**config.mk**
```make
export PLATFORM = sky130hd
export DESIGN_NAME = bus_arbiter
export DESIGN_NICKNAME = d
export VERILOG_FILES = /design/src/rtl/bus_arbiter.sv
export SDC_FILE = /design/constraint.sdc
export NUM_CORES = 1
export LEC_CHECK = 0
export ABC_AREA = 1
export BUFFER_PORTS_ARGS = -buffer_cell sky130_fd_sc_hd__buf_2
export CAP_MARGIN = 20
export CORE_MARGIN = 10
export CORE_UTILIZATION = 59
export CTS_BUF_LIST = sky130_fd_sc_hd__clkbuf_2
export DETAILED_ROUTE_END_ITERATION = 8
export PLACE_DENSITY = 0.85
export SYNTH_ARGS = -nofsm -noshare
export SYNTH_HDL_FRONTEND = slang
export SYNTH_SLANG_ARGS = --single-unit
```
**constraint.sdc**
```tcl
create_clock -name clk_i -period 2.3 [get_ports clk_i]
set_clock_uncertainty 0.1 [all_clocks]
set_input_delay 0.115 -clock clk_i [delete_from_list [all_inputs] [get_ports clk_i]]
set_output_delay 0.115 -clock clk_i [all_outputs]
set_load 0.005 [all_outputs]
```
**src/rtl/bus_arbiter.sv**
```systemverilog
// Round-robin bus arbiter for cache block transfers: one owner at a time,
// counting TX beats (writeback data or fill address) and RX fill data beats.
module bus_arbiter #(
   parameter  int num_caches_p     = 2,
   parameter  int block_size_p     = 8,
   parameter  int dma_data_width_p = 2,
   localparam int beats_lp = block_size_p / dma_data_width_p,
   localparam int id_w_lp  = (num_caches_p > 1) ? $clog2(num_caches_p) : 1,
   localparam int cnt_w_lp = $clog2(beats_lp + 1)
) (
   input  logic                    clk_i,
   input  logic                    nreset_i,
   input  logic [num_caches_p-1:0] req_i,
   input  logic [num_caches_p-1:0] req_we_i,
   input  logic                    mem_ready_i,
   input  logic                    mem_valid_i,
   output logic [num_caches_p-1:0] grant_o,
   output logic [id_w_lp-1:0]      grant_id_o,
   output logic                    busy_o,
   output logic                    done_o,
   output logic [cnt_w_lp-1:0]     beat_cnt_o
);

   typedef enum logic [1:0] {IDLE_S = 2'd0, TX_S = 2'd1, RX_S = 2'd2} state_e;

   state_e                  state_r, state_s;
   logic [id_w_lp-1:0]      ptr_r, ptr_s, owner_r, owner_s;
   logic [id_w_lp-1:0]      pick_s, cand_s, next_ptr_s;
   logic [id_w_lp:0]        sum_s;
   logic                    found_s, hit_s, owner_req_s;
   logic                    we_r, we_s;
   logic [cnt_w_lp-1:0]     beat_r, beat_s;
   logic [num_caches_p-1:0] grant_r, grant_s;
   logic                    busy_r, busy_s, done_r, done_s;

   // Round-robin search: first requester at or after the pointer, wrapping.
   always_comb begin
      found_s = 1'b0;
      pick_s  = '0;
      sum_s   = '0;
      cand_s  = '0;
      hit_s   = 1'b0;
      for (int i = 0; i < num_caches_p; i++) begin
         sum_s   = {1'b0, ptr_r} + (id_w_lp+1)'(i);
         sum_s   = (sum_s >= (id_w_lp+1)'(num_caches_p)) ?
                   (sum_s - (id_w_lp+1)'(num_caches_p)) : sum_s;
         cand_s  = sum_s[id_w_lp-1:0];
         hit_s   = req_i[cand_s] & ~found_s;
         pick_s  = hit_s ? cand_s : pick_s;
         found_s = found_s | hit_s;
      end
   end

   assign owner_req_s = req_i[owner_r];
   assign next_ptr_s  = (owner_r == id_w_lp'(num_caches_p - 1)) ?
                        id_w_lp'(0) : (owner_r + id_w_lp'(1));

   // Next-state and registered-output values for the transaction FSM.
   always_comb begin
      state_s = state_r;
      ptr_s   = ptr_r;
      owner_s = owner_r;
      we_s    = we_r;
      beat_s  = beat_r;
      grant_s = grant_r;
      busy_s  = busy_r;
      done_s  = 1'b0;
      case (state_r)
         IDLE_S: begin
            if (found_s) begin
               state_s         = TX_S;
               owner_s         = pick_s;
               we_s            = req_we_i[pick_s];
               beat_s          = '0;
               grant_s         = '0;
               grant_s[pick_s] = 1'b1;
               busy_s          = 1'b1;
            end else begin
               grant_s = '0;
               busy_s  = 1'b0;
            end
         end
         TX_S: begin
            if (owner_req_s && mem_ready_i) begin
               if (!we_r) begin
                  // fill: the single address beat hands over to the data phase
                  state_s = RX_S;
                  beat_s  = '0;
               end else if (beat_r == cnt_w_lp'(beats_lp - 1)) begin
                  state_s = IDLE_S;
                  beat_s  = cnt_w_lp'(beats_lp);
                  ptr_s   = next_ptr_s;
                  owner_s = '0;
                  grant_s = '0;
                  busy_s  = 1'b0;
                  done_s  = 1'b1;
               end else begin
                  beat_s = beat_r + cnt_w_lp'(1);
               end
            end else begin
               beat_s = beat_r;
            end
         end
         RX_S: begin
            if (mem_valid_i) begin
               if (beat_r == cnt_w_lp'(beats_lp - 1)) begin
                  state_s = IDLE_S;
                  beat_s  = cnt_w_lp'(beats_lp);
                  ptr_s   = next_ptr_s;
                  owner_s = '0;
                  grant_s = '0;
                  busy_s  = 1'b0;
                  done_s  = 1'b1;
               end else begin
                  beat_s = beat_r + cnt_w_lp'(1);
               end
            end else begin
               beat_s = beat_r;
            end
         end
         default: begin
            state_s = IDLE_S;
            owner_s = '0;
            beat_s  = '0;
            grant_s = '0;
            busy_s  = 1'b0;
         end
      endcase
   end

   // State and output registers with synchronous active-low reset.
   always_ff @(posedge clk_i) begin
      if (!nreset_i) begin
         state_r <= IDLE_S;
         ptr_r   <= '0;
         owner_r <= '0;
         we_r    <= 1'b0;
         beat_r  <= '0;
         grant_r <= '0;
         busy_r  <= 1'b0;
         done_r  <= 1'b0;
      end else begin
         state_r <= state_s;
         ptr_r   <= ptr_s;
         owner_r <= owner_s;
         we_r    <= we_s;
         beat_r  <= beat_s;
         grant_r <= grant_s;
         busy_r  <= busy_s;
         done_r  <= done_s;
      end
   end

   assign grant_o    = grant_r;
   assign grant_id_o = owner_r;
   assign busy_o     = busy_r;
   assign done_o     = done_r;
   assign beat_cnt_o = beat_r;

endmodule

```
# ---- Word level (Yosys, flattened, before mapping)
# Index checks and enable logic that the tools add are counted.
dict set report word_totals {
  register_bits 12
  input_bits 8
  out_inout_bits 8
  word_cells 94
}
dict set report op_classes {
  add_sub_neg 5
  order_cmp 7
  eq_ne 7
  n_mux 55
  n_bitwise 3
  reduce_logical 9
}
# operator n
set ops {}
lappend ops {{2-to-1 mux 1 bit} 32}
lappend ops {{2-to-1 mux 2 bit} 10}
lappend ops {{2-to-1 mux 3 bit} 5}
lappend ops {{one-hot mux 2 bit (3 select lines)} 2}
lappend ops {{one-hot mux 3 bit (3 select lines)} 1}
lappend ops {{less-than comparator 1 x 2 -> 1 bit (second input constant)} 4}
lappend ops {{!= test 2 bit (second input constant)} 4}
lappend ops {{AND reduction 4 bit} 2}
lappend ops {{one-hot mux 1 bit (3 select lines)} 2}
lappend ops {{AND reduction 3 bit} 2}
lappend ops {{one-hot mux 1 bit (2 select lines)} 2}
lappend ops {{adder 3 x 1 -> 3 bit (second input constant)} 1}
lappend ops {{== test 3 x 2 -> 1 bit (second input constant)} 1}
lappend ops {{adder 1 x 1 -> 2 bit (second input constant)} 1}
lappend ops {{== test 2 x 1 -> 1 bit (second input constant)} 1}
lappend ops {{== test 2 bit (second input constant)} 1}
lappend ops {{>= comparator 1 x 2 -> 1 bit (second input constant)} 1}
lappend ops {{>= comparator 2 bit (second input constant)} 1}
lappend ops {{logical AND 1 bit} 2}
lappend ops {{logical NOT 2 bit} 1}
lappend ops {{AND reduction 2 bit} 1}
lappend ops {{nonzero test 2 bit} 1}
lappend ops {{subtractor 1 bit (second input constant)} 2}
lappend ops {{adder 1 bit (second input constant)} 1}
lappend ops {{other kinds (5)} 5}

# ---- Depth between registers and ports, before layout
# Gate-level depths: netlist of the first run.
dict set report depth {
  ltp_word 13
  ltp_mapped 10
  mapped_depth_nobuf 10
}

# ---- Least setup slack after synthesis of the first run
# Ideal clock, no wire load.
dict set report synth_path {
  path_type {register to register}
  start {register state_r[0]}
  end {register busy_r, in the netlist busy_o}
  arrival_ns 1.281
  required_time_ns 2.130
  setup_slack_ns 0.850
  path_stages_with_launch 10
  path_buffers 0
  period_less_slack_ns 1.450
  path_cell_list {dfxtp_1 > inv_1 > ha_1 > nand2_1 > nand2_1 > inv_1 > nand3_2 > inv_1 > nand2_1 > a21oi_1}
}
dict set report synth_between {
  elab_chain_len 3
  elab_cells_between_ends 8
  classes_between {eq/ne: 5; mux: 1; reduce/logical: 2}
}
# element line_no
set synth_lines {}
lappend synth_lines {{start: declaration} 26} ;# state_e state_r, state_s;
lappend synth_lines {{start signal: assignment} 143} ;# state_r <= state_s;
lappend synth_lines {{== test 2 x 1 -> 1 bit / == test 2 bit (equally long branches)} 68} ;# case (state_r)
lappend synth_lines {{!= test 2 bit (no source line)} --}
lappend synth_lines {{AND reduction 3 bit (no source line)} --}
lappend synth_lines {{end signal: assignment} 149} ;# busy_r <= busy_s;
lappend synth_lines {{end: declaration} 34} ;# logic busy_r, busy_s, done_r, done_s;
# Parallel ways exist; a longest one is shown, timed or not.
# A chain may end at the register's enable or synchronous reset.

# ---- Worst setup path in the final report of the first run
# Same ends and word-level chain as after synthesis.

==> metrics.txt, run 1 <==
post-synthesis adder-cell area fraction=11.40%; setup TNS=0 ns; CP max-delay cell=dfxtp_1; NumNets Final=146; Rel. slew slack=84.61%; Starting Density=65.60%; Synth Area in Simple Gates=38.11%; routed length per placed instance=11.83 um; sequential element share of the synthesized area=31.27%; H-tree depth=1; Startpoint Class=register; Yosys cell types=19; # clock sinks=12; CP Capture Type=register; detailed placement HPWL=1.404 mm; crit-path max FO=4; clock slew at reported path FFs=0.13 ns; Worst-Skew Late Latency=0.28 ns; Largest delay share family, worst path=flip-flops; GRT Overall Usage=11.11%; Max Slew Vio Count=0; Max Cap Viol=0; CP cell instances=inv_1 > ha_1 > nand2_1 > nand2_1 > inv_1 > nand3_2 > inv_1 > nand2_1 > a21oi_1; worst-case reg-to-reg path depth=9; critical path depth=9; Peak Freq=613.5 MHz; Iter 0 DRT Violations=14; Sw Ratio=46.83%; drt pass-1 iters=4; mean post-synth cell area=7.048 sq um; final core occ=76.82%; die width=56.09 um; Sequential Power Share=31.7%; Hold Crit Depth=5; area share of the largest cell type after synthesis=31.27%; vias=739; CTS root buffer=clkbuf_2; # rows=12; fin crit share=70.87%; leak pwr=0.4553 nW; layout overhead on the synthesized area=17.10%; die span in y=56.09 um; first-pass GRT wire length=2.967 mm; Buf/Inv on CP=3; Yosys top cell by area=dfxtp_1; Congestion Overflow GR=0; Vias/cell=5.132; setup ws final=0.6700 ns; post-synthesis compound-gate area fraction=10.26%; die area=3146 sq um; largest net degree at the start of global routing=8; Cell Pwr Density=1064 nW/um^2; xor/xnor share of the synthesized area=0%; core area=1171 sq um; Largest stage delay, worst path=0.39 ns; buffer count from post-CTS setup fixing=0; Synth Instances=109; P_sw=0.4481 mW; Combinational Power Share=56.5%; CTS tree=yes; largest cells by area after synthesis=dfxtp_1 31%, nand2_1 16%, ha_1 11%; I/O Buffers=15; clock buffer count from CTS=3; fraction of registers with async set/reset=0%; initial antenna violation count=0; VDD IR max=0.7603 mV; Req. time, crit path=2.41 ns; Clock power frac=11.7%; YS warnings=0; Placer Congestion=0.8772; main combinational cell family by area after synthesis=simple AND/OR/NAND/NOR gates; Most used DFF post-synth=dfxtp_1; placed cell count=138; # IOs=16; top post-synthesis cells by count=32 x nand2_1, 15 x inv_1, 12 x a21oi_1, 12 x dfxtp_1; post-synthesis net count=124; pre-CTS setup slack=0.7187 ns; WP data arrival=1.74 ns; number of global-route vias before repair=705; status=complete, no violations; mapped cell area=768.2 sq um; Tmin final=1.630 ns; Tightest Pin Transition=0.2306 ns; final setup fails=0; Post-DRT Antenna Nets=0; hold_ws=0.1008 ns; final number of hold-violating endpoints=0; Min-Delay Path Class=input pin to register; Detailed Route WL=1.704 mm; most frequent cell after synthesis=nand2_1; RSZ-0062 raised after global routing=false; Yosys reg bits=12; Fill cells=100; detailed-route DRC error count=0; EDFF count, synth=0; kind of critical path=register to register; Internal Power=0.5088 mW; mux contribution to synthesized area=0%; ANT cells=0; non-filler instance count after layout=144; layout cells sized above 1=23.08%; worst-case clock buffer depth=2
[layout make-up]
class | count | area (sq um) | share of cell area (%)
clock buffers | 3 | 15.01 | 1.669
clock inverters | 1 | 3.754 | 0.4172
inverters | 18 | 68.82 | 7.650
multi-input cells | 79 | 459.2 | 51.04
flip-flops and latches | 12 | 240.2 | 26.70
well taps | 14 | 17.52 | 1.947
repair buffers | 17 | 95.09 | 10.57
[stage by stage]
stage,instance area [sq um],total power [mW]
floorplan,768.2,0.7182
global placement,860.8,0.8292
detailed placement,860.8,0.8468
CTS,889.6,0.9593
global route,899.6,1.066
finish,899.6,0.9569
[placed cells by master, fill, tap and decap left out]
cell type and count:
ha_1 7, nor2_1 7, nand2_2 2, clkinv_2 1, a21oi_1 12, nand2_1 32
or2_2 1, clkinv_1 1, nand3_2 1, inv_2 2, a211o_1 1, nand4_1 4
nand3_1 5, or2_4 1, dlygate4sd3_1 2, dfxtp_1 12, inv_1 15, nand2_4 1
nand3_4 2, clkbuf_2 3, nor3b_2 1, buf_2 15, o21ai_0 2
[worst min-delay path, delay by kind of cell]
| family | cells | cell delay (ns) |
|---|---|---|
| buf+inv | 1 | 0.07 |
| simple gates | 2 | 0.09 |
| compound gates | 2 | 0.16 |
[power groups by stage]
stage          registers, mW  logic [mW]  clock network [mW]
2_1_floorplan          0.307       0.411                   0
3_3_place_gp           0.306       0.523                   0
3_5_place_dp           0.307       0.539                   0
4_1_cts                0.303       0.543               0.114
5_1_grt                0.308       0.633               0.125
6_report               0.304       0.541               0.112
[cell families (layout without fill, tap and decap cells)]
family                     Yosys count  in the layout
buffers and inverters               18             39
and+or+nand+nor                     57             57
DFF                                 12             12
adders and majority gates            7              7
AOI/OAI and AO/OA                   15             15
[sequential cells by signal, indices dropped and copies added, names as in the netlist]
signal,count
grant_id_o,1
busy_o,1
state_r,2
beat_cnt_o,3
ptr_r,1
done_o,1
we_r,1
grant_o,2
[final timing paths]
| check | startpoint | end | slack, ns |
|---|---|---|---|
| worst max-delay path | state_r[0] | busy_o | 0.67 |
| worst min-delay path | req_we_i[0] | we_r | 0.10 |
| worst max register to register | state_r[0] | busy_o | 0.67 |
| worst min register to register | grant_o[1] | grant_o[1] | 0.37 |
[layer usage]
metal / global-route usage, % / routed length [um] / vias up
li1: - / - / 394
met1: 12.50 / 772 / 320
met2: 17.95 / 771 / 23
met3: 6.150 / 148 / 2
met4: 2.048 / 11 / 0
met5: 0 / 0 / -
[repair_timing]
item / in CTS / in global routing
hold endpoints to repair: 1 / 1
gates resized for setup: 0 / 0
hold buffers: 1 / 1
(Power assumes the default switching activity.)
==> inputs of run 2 (changes only) <==
--- a/config.mk
+++ b/config.mk
@@ -9,10 +9,10 @@
 export BUFFER_PORTS_ARGS = -buffer_cell sky130_fd_sc_hd__buf_2
 export CAP_MARGIN = 20
 export CORE_MARGIN = 10
-export CORE_UTILIZATION = 59
+export CORE_UTILIZATION = 55
 export CTS_BUF_LIST = sky130_fd_sc_hd__clkbuf_2
 export DETAILED_ROUTE_END_ITERATION = 8
-export PLACE_DENSITY = 0.85
+export PLACE_DENSITY = 0.8
 export SYNTH_ARGS = -nofsm -noshare
 export SYNTH_HDL_FRONTEND = slang
 export SYNTH_SLANG_ARGS = --single-unit
==> constraint.sdc (replaced) <==
create_clock -name clk_i -period 1.5 [get_ports clk_i]
set_clock_uncertainty 0.1 [all_clocks]
set_input_delay 0.075 -clock clk_i [delete_from_list [all_inputs] [get_ports clk_i]]
set_output_delay 0.075 -clock clk_i [all_outputs]
set_load 0.005 [all_outputs]
==> run 2 against run 1 <==
  * Worst setup slack got worse by 0.65 ns
  * Via count increased by 11%
  * Die area increased by 4.7%
  * Largest power group unchanged
  * Highest routed layer unchanged
==> metrics.txt, run 2 (same netlist as run 1, synthesis figures left out) <==
CTS tree=yes; die area=3292 sq um (+4.7%); largest net degree at the start of global routing=8 (unchanged); Hold Crit Depth=5 (unchanged); initial antenna violation count=0 (unchanged); worst-case reg-to-reg path depth=8 (-1); I/O Buffers=15 (unchanged); non-filler instance count after layout=153 (+6.3%); number of global-route vias before repair=792 (+12%); Vias/cell=5.359 (+4.4%); status=complete, no violations; Placed Area=907.1 sq um (+5.4%); Sequential cell area=247.7 sq um (+3.1%); Detailed Route WL=2.111 mm (+24%); detailed-route DRC error count=0 (unchanged); worst-case clock buffer depth=2 (unchanged); Max Cap Viol=0 (unchanged); clock buffer count from CTS=3 (unchanged); fin crit share=98.39% (+28 points); Peak Freq=677.6 MHz (+10%); grt peak-use layer=met2; vias=820 (+11%); # rows=13 (+1); Startpoint Class=register; Tmin final=1.476 ns (-0.1541 ns); # IOs=16 (unchanged); layout overhead on the synthesized area=38.60%; Largest register FFs=3 (unchanged); Max Slew Vio Count=0 (unchanged); placed cell count=145 (+5.1%); clock slew at reported path FFs=0.12 ns (about the same); NumNets Final=154 (+5.5%); setup ws final=0.02418 ns (-0.6459 ns); pre-CTS setup slack=-0.03235 ns (-0.7510 ns); footprint of the multi-input gates=549.3 sq um (+20%); Iter 0 DRT Violations=31 (+17); R2R setup slack=0.02 ns (-0.65 ns); Fill cells=79 (-21%); die span in y=57.38 um (+2.3%); Congestion Overflow GR=0 (unchanged); final setup fails=0 (unchanged); routed length per placed instance=13.80 um (+17%); WP data arrival=1.56 ns (-0.18 ns); Worst-Skew Late Latency=0.28 ns (about the same); core area=1301 sq um (+11%); GRT met1 Usage=11.84% (-0.66 points); final number of hold-violating endpoints=0 (unchanged); GR Layer Usage met3=3.761% (-2.4 points); CTS root buffer=clkbuf_2; die width=57.38 um (+2.3%); kind of critical path=register to register; layout cells sized above 1=42.75% (+20 points); GRT Overall Usage=11.42% (+0.32 points); commonest non-fill, non-tap cells in the layout=27 x nand2_1, 15 x buf_2, 10 x inv_1, 10 x a21oi_1; leak pwr=0.4984 nW (+9.5%); Placer Congestion=0.9078 (+3.5%); Final Cell Area=1065 sq um (+18%); Rel. slew slack=81.30% (-3.3 points); most common cell after layout, fill and taps aside=nand2_1; detailed placement HPWL=1.355 mm (-3.5%); H-tree depth=1 (unchanged); CP Capture Type=register; Cell Pwr Density=1800 nW/um^2 (+69%); Min-Delay Path Class=input pin to register; critical path depth=8 (-1); drt pass-1 iters=5 (+1); final core occ=81.83% (+5.0 points); Buf/Inv on CP=3 (unchanged); Largest stage delay, worst path=0.39 ns (about the same); Starting Density=59.04% (-6.6 points); VDD IR max=1.271 mV (+67%); CP cell instances=inv_6 > ha_4 > inv_1 > or2_4 > nand3_4 > inv_4 > nand2_1 > a21oi_2; met2 Usage GRT=20.86% (+2.9 points); Req. time, crit path=1.58 ns (-0.83 ns); hold_ws=0.06015 ns (-0.04064 ns); CP max-delay cell=dfxtp_4; Largest delay share family, worst path=simple AND/OR/NAND/NOR gates; Post-DRT Antenna Nets=0 (unchanged); crit-path max FO=7 (+3); # clock sinks=12 (unchanged); Tightest Pin Transition=0.2802 ns (+0.04960 ns); ANT cells=0 (unchanged); first-pass GRT wire length=3.201 mm (+7.9%)
-- run 2: changes by cell type in the layout (fill, tap and decap cells not counted), sizes merged --
cell | previous run | this run
inv | 17 | 18
clkinv | 2 | 1
buf | 15 | 23
-- run 2: cell type report --
type	count	share of cell area, %
Timing Repair Buffer	25	14.57
Multi-Input combinational cell	79	51.59
Sequential cell	12	23.27
Clock buffer	3	1.410
Clock inverter	1	0.3525
Inverter	18	7.051
Tap cell	15	1.763
-- run 2: layer usage --
| layer | share of wire, % | wire (um) | vias up |
|---|---|---|---|
| li1 | - | - | 412 |
| met1 | 41 | 859 | 372 |
| met2 | 52 | 1096 | 33 |
| met3 | 6.6 | 139 | 3 |
| met4 | 0.71 | 15 | 0 |
| met5 | 0 | 0 | - |
-- run 2: worst paths after layout --
kind                    start             to
setup / recovery   state_r[0]  beat_cnt_o[0]
hold / removal    req_we_i[0]           we_r
setup reg to reg   state_r[0]  beat_cnt_o[0]
hold reg to reg    grant_o[1]     grant_o[1]
-- run 2: power by group --
part	total [mW]	leakage (nW)	switching, mW	internal (mW)
clock network	0.175	0.0140	0.117	0.0578
registers	0.500	0.0998	0.0820	0.418
logic	1.24	0.385	0.694	0.547
total	1.92	0.498	0.893	1.02
-- run 2: repair_timing --
| item | 4_1_cts | 5_1_grt |
|---|---|---|
| setup endpoints to repair | 7 | 10 |
| hold buffers | 2 | 0 |
| hold endpoints to repair | 4 | 0 |
| buffers inserted | 0 | 2 |
| gates resized for setup | 12 | 18 |
| pin swaps | 1 | 5 |
-- run 2: tightest hold or removal path: cells and delay by family --
kind | cells | cell delay (ns)
and+or+nand+nor | 2 | 0.09
buffers and inverters | 1 | 0.08
AOI/OAI and AO/OA | 2 | 0.17
-- run 2: stage by stage --
stage	power [mW]	TNS, ns
4_1_cts	1.647	0
3_3_place_gp	1.375	0
2_1_floorplan	1.101	0
6_report	1.916	0
3_5_place_dp	1.397	-0.1028
5_1_grt	2.049	-0.05134
